[src/rtl/instr_asm_pkg.sv]
// Shared encodings for the instruction assembler: format codes, RV32I opcodes, defaults.
package instr_asm_pkg;

    typedef enum logic [2:0] {
        FMT_R   = 3'd0,
        FMT_I   = 3'd1,
        FMT_ISH = 3'd2,
        FMT_S   = 3'd3,
        FMT_B   = 3'd4,
        FMT_U   = 3'd5,
        FMT_J   = 3'd6,
        FMT_ILL = 3'd7
    } fmt_e;

    localparam logic [6:0] OP_IMM    = 7'h13;
    localparam logic [6:0] OP_STORE  = 7'h23;
    localparam logic [6:0] OP_BRANCH = 7'h63;
    localparam logic [6:0] OP_LUI    = 7'h37;
    localparam logic [6:0] OP_JAL    = 7'h6F;
    localparam logic [6:0] OP_REG    = 7'h33;

    localparam int unsigned ASM_ADDR_STEP = 4;

    // Typical opcode for a format; handy for sequencers building programs.
    function automatic logic [6:0] fmt_opcode(input fmt_e f);
        case (f)
            FMT_R:          return OP_REG;
            FMT_I, FMT_ISH: return OP_IMM;
            FMT_S:          return OP_STORE;
            FMT_B:          return OP_BRANCH;
            FMT_U:          return OP_LUI;
            FMT_J:          return OP_JAL;
            default:        return '0;
        endcase
    endfunction

endpackage

[src/rtl/instr_assembler_if.sv]
// Request/response bus of the instruction assembler; master drives requests, slave is the assembler.
interface instr_assembler_if
    import instr_asm_pkg::*;
#(
    parameter int unsigned ADDR_W = 32
);
    logic              in_valid;
    logic              in_ready;
    fmt_e              fmt;
    logic [6:0]        opcode;
    logic [4:0]        rd;
    logic [4:0]        rs1;
    logic [4:0]        rs2;
    logic [2:0]        funct3;
    logic [6:0]        funct7;
    logic [19:0]       imm;
    logic              out_valid;
    logic              out_ready;
    logic [31:0]       out_instr;
    logic [ADDR_W-1:0] out_addr;

    modport master (
        output in_valid, fmt, opcode, rd, rs1, rs2, funct3, funct7, imm, out_ready,
        input  in_ready, out_valid, out_instr, out_addr
    );

    modport slave (
        input  in_valid, fmt, opcode, rd, rs1, rs2, funct3, funct7, imm, out_ready,
        output in_ready, out_valid, out_instr, out_addr
    );
endinterface

[src/rtl/instr_pack.sv]
// Combinational packer: decoded fields plus scrambled-field immediate -> 32-bit RV32I word.
module instr_pack
    import instr_asm_pkg::*;
(
    input  fmt_e        fmt_i,
    input  logic [6:0]  opcode_i,
    input  logic [4:0]  rd_i,
    input  logic [4:0]  rs1_i,
    input  logic [4:0]  rs2_i,
    input  logic [2:0]  funct3_i,
    input  logic [6:0]  funct7_i,
    input  logic [19:0] imm_i,
    output logic [31:0] instr_o
);
    always_comb begin
        instr_o = '0;
        case (fmt_i)
            FMT_R:   instr_o = {funct7_i, rs2_i, rs1_i, funct3_i, rd_i, opcode_i};
            FMT_I:   instr_o = {imm_i[11:0], rs1_i, funct3_i, rd_i, opcode_i};
            FMT_ISH: instr_o = {funct7_i, imm_i[4:0], rs1_i, funct3_i, rd_i, opcode_i};
            FMT_S:   instr_o = {imm_i[11:5], rs2_i, rs1_i, funct3_i, imm_i[4:0], opcode_i};
            // B imm is {b12, b11, b10:5, b4:1}; J imm is {j20, j19:12, j11, j10:1}
            FMT_B:   instr_o = {imm_i[11], imm_i[9:4], rs2_i, rs1_i, funct3_i,
                                imm_i[3:0], imm_i[10], opcode_i};
            FMT_U:   instr_o = {imm_i[19:0], rd_i, opcode_i};
            FMT_J:   instr_o = {imm_i[19], imm_i[9:0], imm_i[10], imm_i[18:11], rd_i, opcode_i};
            default: instr_o = '0;
        endcase
    end
endmodule

[src/rtl/instr_assembler.sv]
// Packs instruction fields into RV32I words, buffers them in a 2-entry FIFO, tags each with an address.
// Optional build macro ROUNDTRIP_CHECK_EN adds a re-extraction check and sticky rt_mismatch output.
module instr_assembler
    import instr_asm_pkg::*;
#(
    parameter int unsigned       ADDR_W    = 32,
    parameter logic [ADDR_W-1:0] BASE_ADDR = '0,
    parameter int unsigned       ADDR_STEP = ASM_ADDR_STEP
) (
    input  logic               clk,
    input  logic               rstn,
    input  logic               clr,
    instr_assembler_if.slave   bus,
    output logic               err_illegal
`ifdef ROUNDTRIP_CHECK_EN
    ,
    output logic               rt_mismatch
`endif
);
    logic [31:0]       packed_w;
    logic [31:0]       mem_q [2];
    logic [31:0]       mem_d [2];
    logic              wr_ptr_q, wr_ptr_d;
    logic              rd_ptr_q, rd_ptr_d;
    logic [1:0]        count_q, count_d;
    logic [ADDR_W-1:0] addr_q, addr_d;
    logic              err_q, err_d;
    logic              accept, push, pop;

    instr_pack u_pack (
        .fmt_i    (bus.fmt),
        .opcode_i (bus.opcode),
        .rd_i     (bus.rd),
        .rs1_i    (bus.rs1),
        .rs2_i    (bus.rs2),
        .funct3_i (bus.funct3),
        .funct7_i (bus.funct7),
        .imm_i    (bus.imm),
        .instr_o  (packed_w)
    );

    assign bus.in_ready  = (count_q != 2'd2) && !clr;
    assign bus.out_valid = (count_q != 2'd0);
    assign bus.out_instr = (count_q != 2'd0) ? mem_q[rd_ptr_q] : '0;
    assign bus.out_addr  = addr_q;
    assign err_illegal   = err_q;

    // Illegal formats complete the handshake but never enter the FIFO.
    assign accept = bus.in_valid && bus.in_ready;
    assign push   = accept && (bus.fmt != FMT_ILL);
    assign pop    = bus.out_valid && bus.out_ready && !clr;

    always_comb begin
        mem_d    = mem_q;
        wr_ptr_d = wr_ptr_q;
        rd_ptr_d = rd_ptr_q;
        count_d  = count_q;
        addr_d   = addr_q;
        err_d    = err_q;
        if (clr) begin
            wr_ptr_d = 1'b0;
            rd_ptr_d = 1'b0;
            count_d  = '0;
            addr_d   = BASE_ADDR;
            err_d    = 1'b0;
        end else begin
            if (push) begin
                mem_d[wr_ptr_q] = packed_w;
                wr_ptr_d        = ~wr_ptr_q;
            end
            if (pop) begin
                rd_ptr_d = ~rd_ptr_q;
                addr_d   = addr_q + ADDR_W'(ADDR_STEP);
            end
            if (accept && (bus.fmt == FMT_ILL)) begin
                err_d = 1'b1;
            end
            count_d = count_q + {1'b0, push} - {1'b0, pop};
        end
    end

    always_ff @(posedge clk or negedge rstn) begin
        if (!rstn) begin
            for (int unsigned i = 0; i < 2; i++) begin
                mem_q[i] <= '0;
            end
            wr_ptr_q <= 1'b0;
            rd_ptr_q <= 1'b0;
            count_q  <= '0;
            addr_q   <= BASE_ADDR;
            err_q    <= 1'b0;
        end else begin
            mem_q    <= mem_d;
            wr_ptr_q <= wr_ptr_d;
            rd_ptr_q <= rd_ptr_d;
            count_q  <= count_d;
            addr_q   <= addr_d;
            err_q    <= err_d;
        end
    end

`ifdef ROUNDTRIP_CHECK_EN
    logic [19:0] ext_imm, want_imm;
    logic        rt_q, rt_d;

    always_comb begin
        ext_imm  = '0;
        want_imm = '0;
        case (bus.fmt)
            FMT_ISH: begin
                ext_imm  = 20'(packed_w[24:20]);
                want_imm = 20'(bus.imm[4:0]);
            end
            FMT_I: begin
                ext_imm  = 20'(packed_w[31:20]);
                want_imm = 20'(bus.imm[11:0]);
            end
            FMT_S: begin
                ext_imm  = 20'({packed_w[31:25], packed_w[11:7]});
                want_imm = 20'(bus.imm[11:0]);
            end
            FMT_B: begin
                ext_imm  = 20'({packed_w[31], packed_w[7], packed_w[30:25], packed_w[11:8]});
                want_imm = 20'(bus.imm[11:0]);
            end
            FMT_U: begin
                ext_imm  = packed_w[31:12];
                want_imm = bus.imm;
            end
            FMT_J: begin
                ext_imm  = {packed_w[31], packed_w[19:12], packed_w[20], packed_w[30:21]};
                want_imm = bus.imm;
            end
            default: begin
                ext_imm  = '0;
                want_imm = '0;
            end
        endcase
        rt_d = clr ? 1'b0 : (rt_q || (push && (ext_imm != want_imm)));
    end

    always_ff @(posedge clk or negedge rstn) begin
        if (!rstn) begin
            rt_q <= 1'b0;
        end else begin
            rt_q <= rt_d;
        end
    end

    assign rt_mismatch = rt_q;
`endif

endmodule

[src/flat_wrapper.sv]
// flat-port wrapper written by rule: the top's interface ports become plain ports
module instr_assembler_flat import instr_asm_pkg::*;
#(
    parameter int unsigned       ADDR_W    = 32,
    parameter logic [ADDR_W-1:0] BASE_ADDR = '0,
    parameter int unsigned       ADDR_STEP = ASM_ADDR_STEP
)
  (clk, rstn, clr, err_illegal, bus_in_valid, bus_fmt, bus_opcode, bus_rd, bus_rs1, bus_rs2, bus_funct3, bus_funct7, bus_imm, bus_out_ready, bus_in_ready, bus_out_valid, bus_out_instr, bus_out_addr);
  instr_assembler_if #(.ADDR_W(ADDR_W)) bus_i ();
  input  logic clk;
  input  logic rstn;
  input  logic clr;
  output logic err_illegal;
  input wire logic [$bits(bus_i.in_valid)-1:0] bus_in_valid;
  input wire logic [$bits(bus_i.fmt)-1:0] bus_fmt;
  input wire logic [$bits(bus_i.opcode)-1:0] bus_opcode;
  input wire logic [$bits(bus_i.rd)-1:0] bus_rd;
  input wire logic [$bits(bus_i.rs1)-1:0] bus_rs1;
  input wire logic [$bits(bus_i.rs2)-1:0] bus_rs2;
  input wire logic [$bits(bus_i.funct3)-1:0] bus_funct3;
  input wire logic [$bits(bus_i.funct7)-1:0] bus_funct7;
  input wire logic [$bits(bus_i.imm)-1:0] bus_imm;
  input wire logic [$bits(bus_i.out_ready)-1:0] bus_out_ready;
  output wire logic [$bits(bus_i.in_ready)-1:0] bus_in_ready;
  output wire logic [$bits(bus_i.out_valid)-1:0] bus_out_valid;
  output wire logic [$bits(bus_i.out_instr)-1:0] bus_out_instr;
  output wire logic [$bits(bus_i.out_addr)-1:0] bus_out_addr;
  assign bus_i.in_valid = bus_in_valid;
  assign bus_i.fmt = bus_fmt;
  assign bus_i.opcode = bus_opcode;
  assign bus_i.rd = bus_rd;
  assign bus_i.rs1 = bus_rs1;
  assign bus_i.rs2 = bus_rs2;
  assign bus_i.funct3 = bus_funct3;
  assign bus_i.funct7 = bus_funct7;
  assign bus_i.imm = bus_imm;
  assign bus_i.out_ready = bus_out_ready;
  assign bus_in_ready = bus_i.in_ready;
  assign bus_out_valid = bus_i.out_valid;
  assign bus_out_instr = bus_i.out_instr;
  assign bus_out_addr = bus_i.out_addr;
  instr_assembler #(.ADDR_W(ADDR_W), .BASE_ADDR(BASE_ADDR), .ADDR_STEP(ADDR_STEP)) u_core (.clk(clk), .rstn(rstn), .clr(clr), .bus(bus_i), .err_illegal(err_illegal));
endmodule
[config.mk]
export PLATFORM = sky130hd
export DESIGN_NAME = instr_assembler_flat
export DESIGN_NICKNAME = d
export VERILOG_FILES = /design/src/rtl/instr_asm_pkg.sv /design/src/rtl/instr_assembler_if.sv /design/src/rtl/instr_pack.sv /design/src/rtl/instr_assembler.sv /design/src/flat_wrapper.sv
export SDC_FILE = /design/constraint.sdc
export NUM_CORES = 1
export LEC_CHECK = 0
export ABC_CLOCK_PERIOD_IN_PS = 3060
export BUFFER_PORTS_ARGS = -buffer_cell sky130_fd_sc_hd__buf_2
export CORE_ASPECT_RATIO = 1.5
export CORE_MARGIN = 2
export CORE_UTILIZATION = 35
export DETAILED_ROUTE_END_ITERATION = 6
export HOLD_SLACK_MARGIN = 0.03
export PLACE_DENSITY_LB_ADDON = 0.05
export SETUP_SLACK_MARGIN = 0.2
export SYNTH_ARGS = -nofsm -noshare
export SYNTH_HDL_FRONTEND = slang
export SYNTH_SLANG_ARGS = --single-unit
[constraint.sdc]
create_clock -name clk -period 3.06 [get_ports clk]
set_input_delay 0.306 -clock clk [delete_from_list [all_inputs] [get_ports clk]]
set_output_delay 0.306 -clock clk [all_outputs]
set_load 0.005 [all_outputs]
# ---- Word-level counts from Yosys, hierarchy flattened
# Index checks and enable logic that the tools add are counted.
dict set report op_classes {
  n_addsub 3
  order_cmp 3
  eq_ne 9
  mux 17
  n_bitwise 5
  n_reduce_logical 14
}
# op n
set op_table {}
lappend op_table {{two-way mux 32 bit} 7}
lappend op_table {{one-hot mux 32 bit (7 select lines)} 1}
lappend op_table {{bitwise mux 64 bit} 1}
lappend op_table {{adder 32 x 3 -> 32 bit (second input constant)} 1}
lappend op_table {{demux 32 bit (select 1 bit)} 1}
lappend op_table {{== test 3 bit (second input constant)} 4}
lappend op_table {{nonzero test 2 bit} 4}
lappend op_table {{logical AND 1 bit} 7}
lappend op_table {{== test 3 x 2 -> 1 bit (second input constant)} 2}
lappend op_table {{two-way mux 1 bit} 6}
lappend op_table {{>= comparator 2 bit (second input constant)} 2}
lappend op_table {{NOT 1 -> 2 bit} 2}
lappend op_table {{== test 3 x 1 -> 1 bit (second input constant)} 1}
lappend op_table {{logical NOT 3 bit} 1}
lappend op_table {{!= test 3 bit (second input constant)} 1}
lappend op_table {{NOT 1 bit} 3}
lappend op_table {{adder 2 x 1 -> 2 bit} 1}
lappend op_table {{less-than comparator 2 x 1 -> 1 bit (second input constant)} 1}
lappend op_table {{two-way mux 2 bit} 1}
lappend op_table {{!= test 2 bit (second input constant)} 1}
lappend op_table {{AND reduction 2 bit} 1}
lappend op_table {{subtractor 2 x 1 -> 2 bit} 1}
lappend op_table {{logical NOT 1 bit} 1}
dict set report totals {
  ff_bits 101
  word_cells 58
}

# ---- Longest topological paths before layout
dict set report depth {
  depth_word 7
  depth_mapped 9
  ltp_nobuf 8
}

# ---- Hierarchy
# A second synthesis with hierarchy kept.
dict set report hier_totals {
  cells_unflattened 535
  hier_area_um2 5685.5
}
# mod n_inst cells_per_inst area_each_um2
set by_module_without_submodules {}
lappend by_module_without_submodules {instr_assembler 1 411 4744.6}
lappend by_module_without_submodules {instr_pack 1 124 940.9}

# ---- Worst setup path before layout
# No wires, ideal clock.
dict set report synth_path {
  path_kind {register to register}
  from {register u_core.count_q[1]}
  to {register u_core.addr_q[30], in the netlist u_core.bus.out_addr[30]}
  arrival_ns 1.910
  path_slack_ns 1.073
  path_stages_with_launch 7
  synth_period_minus_slack_ns 1.987
  path_cell_list {dfrtp_1 -> o21ai_2 -> or4_4 -> buf_6 -> buf_6 -> or4_1 -> a21oi_1}
}
dict set report synth_via {
  elab_chain_cells 4
}
# item line
set synth_lines {}
lappend synth_lines {{start: declaration} instr_assembler.sv:25} ;# logic [1:0] count_q, count_d;
lappend synth_lines {{start signal: assignment} instr_assembler.sv:96} ;# count_q <= count_d;
lappend synth_lines {{nonzero test 2 bit} instr_assembler.sv:43} ;# assign bus.out_valid = (count_q != 2'd0);
lappend synth_lines {{logical AND 1 bit (2 in series)} instr_assembler.sv:51} ;# assign pop = bus.out_valid && bus.out_ready && !clr;
lappend synth_lines {{nonzero test 2 bit (no line)} --}
lappend synth_lines {{end signal: assignment} instr_assembler.sv:97} ;# addr_q <= addr_d;
lappend synth_lines {{end: declaration} instr_assembler.sv:26} ;# logic [ADDR_W-1:0] addr_q, addr_d;
# No other way between the ends.
# A chain may end at the register's enable or synchronous reset.

# ---- Final worst setup path
dict set report layout_path {
  from {register u_core.count_q[1]}
  to {output bus_out_instr[20]}
}
dict set report layout_via {
  elab_chain_cells 2
}
# item line
set layout_lines {}
lappend layout_lines {{nonzero test 2 bit} instr_assembler.sv:44} ;# assign bus.out_instr = (count_q != 2'd0) ? mem_q[rd_ptr_q] : '0;
lappend layout_lines {{two-way mux 32 bit} instr_assembler.sv:44}
lappend layout_lines {{end: declaration} flat_wrapper.sv:26} ;# output wire logic [$bits(bus_i.out_instr)-1:0] bus_out_instr;
# No other way between the ends.

==> summary.md <==
| Metric | Value |
|---|---|
| Synth unique cells | `46` |
| Share of layout cells above drive strength 1 | `29.8%` |
| Via density | `5.36` |
| Mux share of post-synthesis cell area | `20.5%` |
| Hold Crit Class | `in -> async` |
| R2R cell count | `4` |
| CTS Buf Count | `9` |
| DRC | `0` |
| Post-Synth XOR/XNOR Area | `2.03%` |
| Main synth FF type | `dfrtp_1` |
| Adder-cell share of the synthesized area | `0.669%` |
| Worst reg2reg setup slack | `960 ps` |
| Critical path class | `reg -> out` |
| CP arrival | `1860 ps` |
| CTS tree | `done` |
| Post-synthesis compound-gate area fraction | `13.0%` |
| CTS resizes | `0` |
| GR Overflow Total | `0` |
| Worst-skew pair later-pin latency | `340 ps` |
| Slew HR | `44.9%` |
| Drt wl/cell | `17.9 um` |
| Setup bufs post-CTS | `0` |
| VDD IR max | `0.296 mV` |
| Final Net Count | `710` |
| Post-Place Cell Area | `6400 sq um` |
| GP Congestion | `0.818` |
| Fin area | `6710 sq um` |
| PortBufs | `124` |
| Skew final | `9.63 ps` |
| Tcrit/Tclk final | `70.8%` |
| Area growth from synthesis to layout | `19.6%` |
| Final wirelength | `15300 um` |
| Worst-path maximum fanout | `24` |
| Die width | `107 um` |
| H-tree level count | `3` |
| Max Slew Vio Count | `0` |
| Hpwl dp | `11200 um` |
| Initial antenna violation count | `0` |
| Cell Rows | `56` |
| Drt pass-1 iters | `4` |
| ANT cells | `0` |
| Critical path origin | `u_core.count_q[1]` |
| Tightest Pin Transition | `827 ps` |
| Post-Syn Area | `5610 sq um` |
| Nature of the critical path startpoint | `flip-flop` |
| Simple-Gate Fraction of Synth Area | `15.4%` |
| Pleak | `3.05 nW` |
| FF-to-FF Start | `u_core.count_q[1]` |
| Initial Util | `35.7%` |
| Kind of end point of the critical path | `output port` |
| Full die area | `17100 sq um` |
| CORE AREA | `15700 sq um` |
| RSZ-0062 raised after global routing | `false` |
| Yosys warning count | `0` |
| Status | `completed` |
| Hold Buf Count CTS | `0` |
| Worst-path clk slew | `70 ps` |
| Sequential fraction of the synthesis area | `44.2%` |
| Ys async rst share | `100%` |
| Global-route wire length before repair | `24700 um` |
| Cells after synthesis | `543` |
| Drt first-iter violations | `189` |
| Max Cap Viol | `0` |
| Peak Freq | `462 MHz` |
| Setup TNS | `0 ps` |
| Largest family of logic cells by synthesized area | `multiplexers` |
| Die H | `159 um` |
| Clock Path Buffers | `2` |
| I/O Pins | `127` |
| CP endpoint | `bus_out_instr[20]` |
| Largest net degree at the start of global routing | `62` |
| All-Layer GR Usage | `18.3%` |
| Seq cells post-synth | `99` |
| CTS root buf | `clkbuf_16` |
| Fillers | `1614` |
| Pwr/cell area | `618 nW/um^2` |
| Hold Vio Cnt, Final | `0` |
| Finish-stage setup viols | `0` |
| Vias in the first global route | `4658` |
| Routed Antenna Nets | `0` |
| Number of flops mapped to enable cells by yosys | `0` |
| Minimum clock period | `2170 ps` |
| Syn Area/Cell | `10.3 sq um` |
| CTS sink count | `99` |
| R2r endpoint | `u_core.bus.out_addr[23]` |
| Via Count | `4587` |
| Req. time, crit path | `2750 ps` |
logic make-up after synthesis:
family / count (synthesis)
simple gates: 162
compound gates: 112
mux: 100
flops: 99
buf+inv: 53
xor+xnor: 13
fa+ha+maj: 3
other cells: 1
sequential cells by signal, indices dropped and copies added (netlist names):
register / count
u_core.rd_ptr_q: 1
u_core.mem_q: 64
u_core.bus.out_addr: 30
u_core.wr_ptr_q: 1
u_core.count_q: 2
u_core.err_illegal: 1
through the flow:
step                worst slack (ps)  utilization (%)  instances  power [mW]  hold WS (ps)
floorplan                       1070                -        544        2.60          10.4
global placement                 959             40.8        839        2.99           445
detailed placement               940             40.8        839        3.04           450
CTS                              837             42.7        855        4.21          83.9
global route                     747             42.7        855        4.42          99.6
finish                           894             42.7        855        4.14          35.2
worst min path at each step:
stage	endpoint	cells past startpoint
after detailed placement	u_core.bus.out_addr[19]	1
after floorplan	u_core.bus.out_addr[10]	0
final	u_core.bus.out_addr[19]	1
after CTS	u_core.bus.out_addr[19]	1
after global routing	u_core.bus.out_addr[19]	1
after global placement	u_core.bus.out_addr[6]	1
synth_stat cells, drive strengths merged (11+ instances only):
library cell  instances  area [sq um]
nand3                20           100
clkbuf               30           113
nor2                 52           195
nor2b                18           113
a21oi                47           235
or4                  12          93.8
xor2                 11          96.3
a22o                 21           184
dfrtp                99          2480
mux2i                34           340
mux2                 60           676
o31ai                11          82.6
nand2                19          71.3
o21ai                11          58.8
buf                  15          92.6
layout by cell type, fill, tap and decap left out, types with 18 or more instances in the layout:
master / Yosys / layout
mux2_1: 30 / 30
nor2b_1: 18 / 18
mux2i_1: 34 / 34
a21oi_1: 47 / 47
nand2_1: 19 / 19
buf_2: 5 / 123
nor2_1: 52 / 51
mux2_2: 30 / 30
dfrtp_1: 99 / 98
a22o_1: 21 / 21
nand3_1: 20 / 20
per-layer routing:
metal	track usage (%)	vias to the layer above	wire, um
met2	32.3	113	7870
met3	3.15	16	646
met1	22.4	2272	6510
li1	-	2186	-
met5	0	-	0
met4	5.54	0	289
where the power goes:
part	switching, mW	leakage (nW)	total, mW	internal (mW)
logic	0.540	1.64	1.10	0.561
registers	0.210	1.26	1.88	1.67
clock network	0.504	0.145	1.16	0.657
total	1.25	3.05	4.14	2.89
cell type report:
class	count	area [sq um]	area share, %
Clock buffer	10	239	3.56
Clock inverter	6	63.8	0.951
Inverter	8	30.0	0.448
Multi-Input combinational cell	392	2910	43.4
Sequential cell	99	2480	37.0
Tap cell	203	254	3.79
Timing Repair Buffer	137	733	10.9
critical path, stage by stage (launching register included):
cell,delay (ps)
dfrtp_1,470
nor2_4,550
buf_4,300
nor2_1,80
buf_2,130
(Power assumes the default switching activity.)
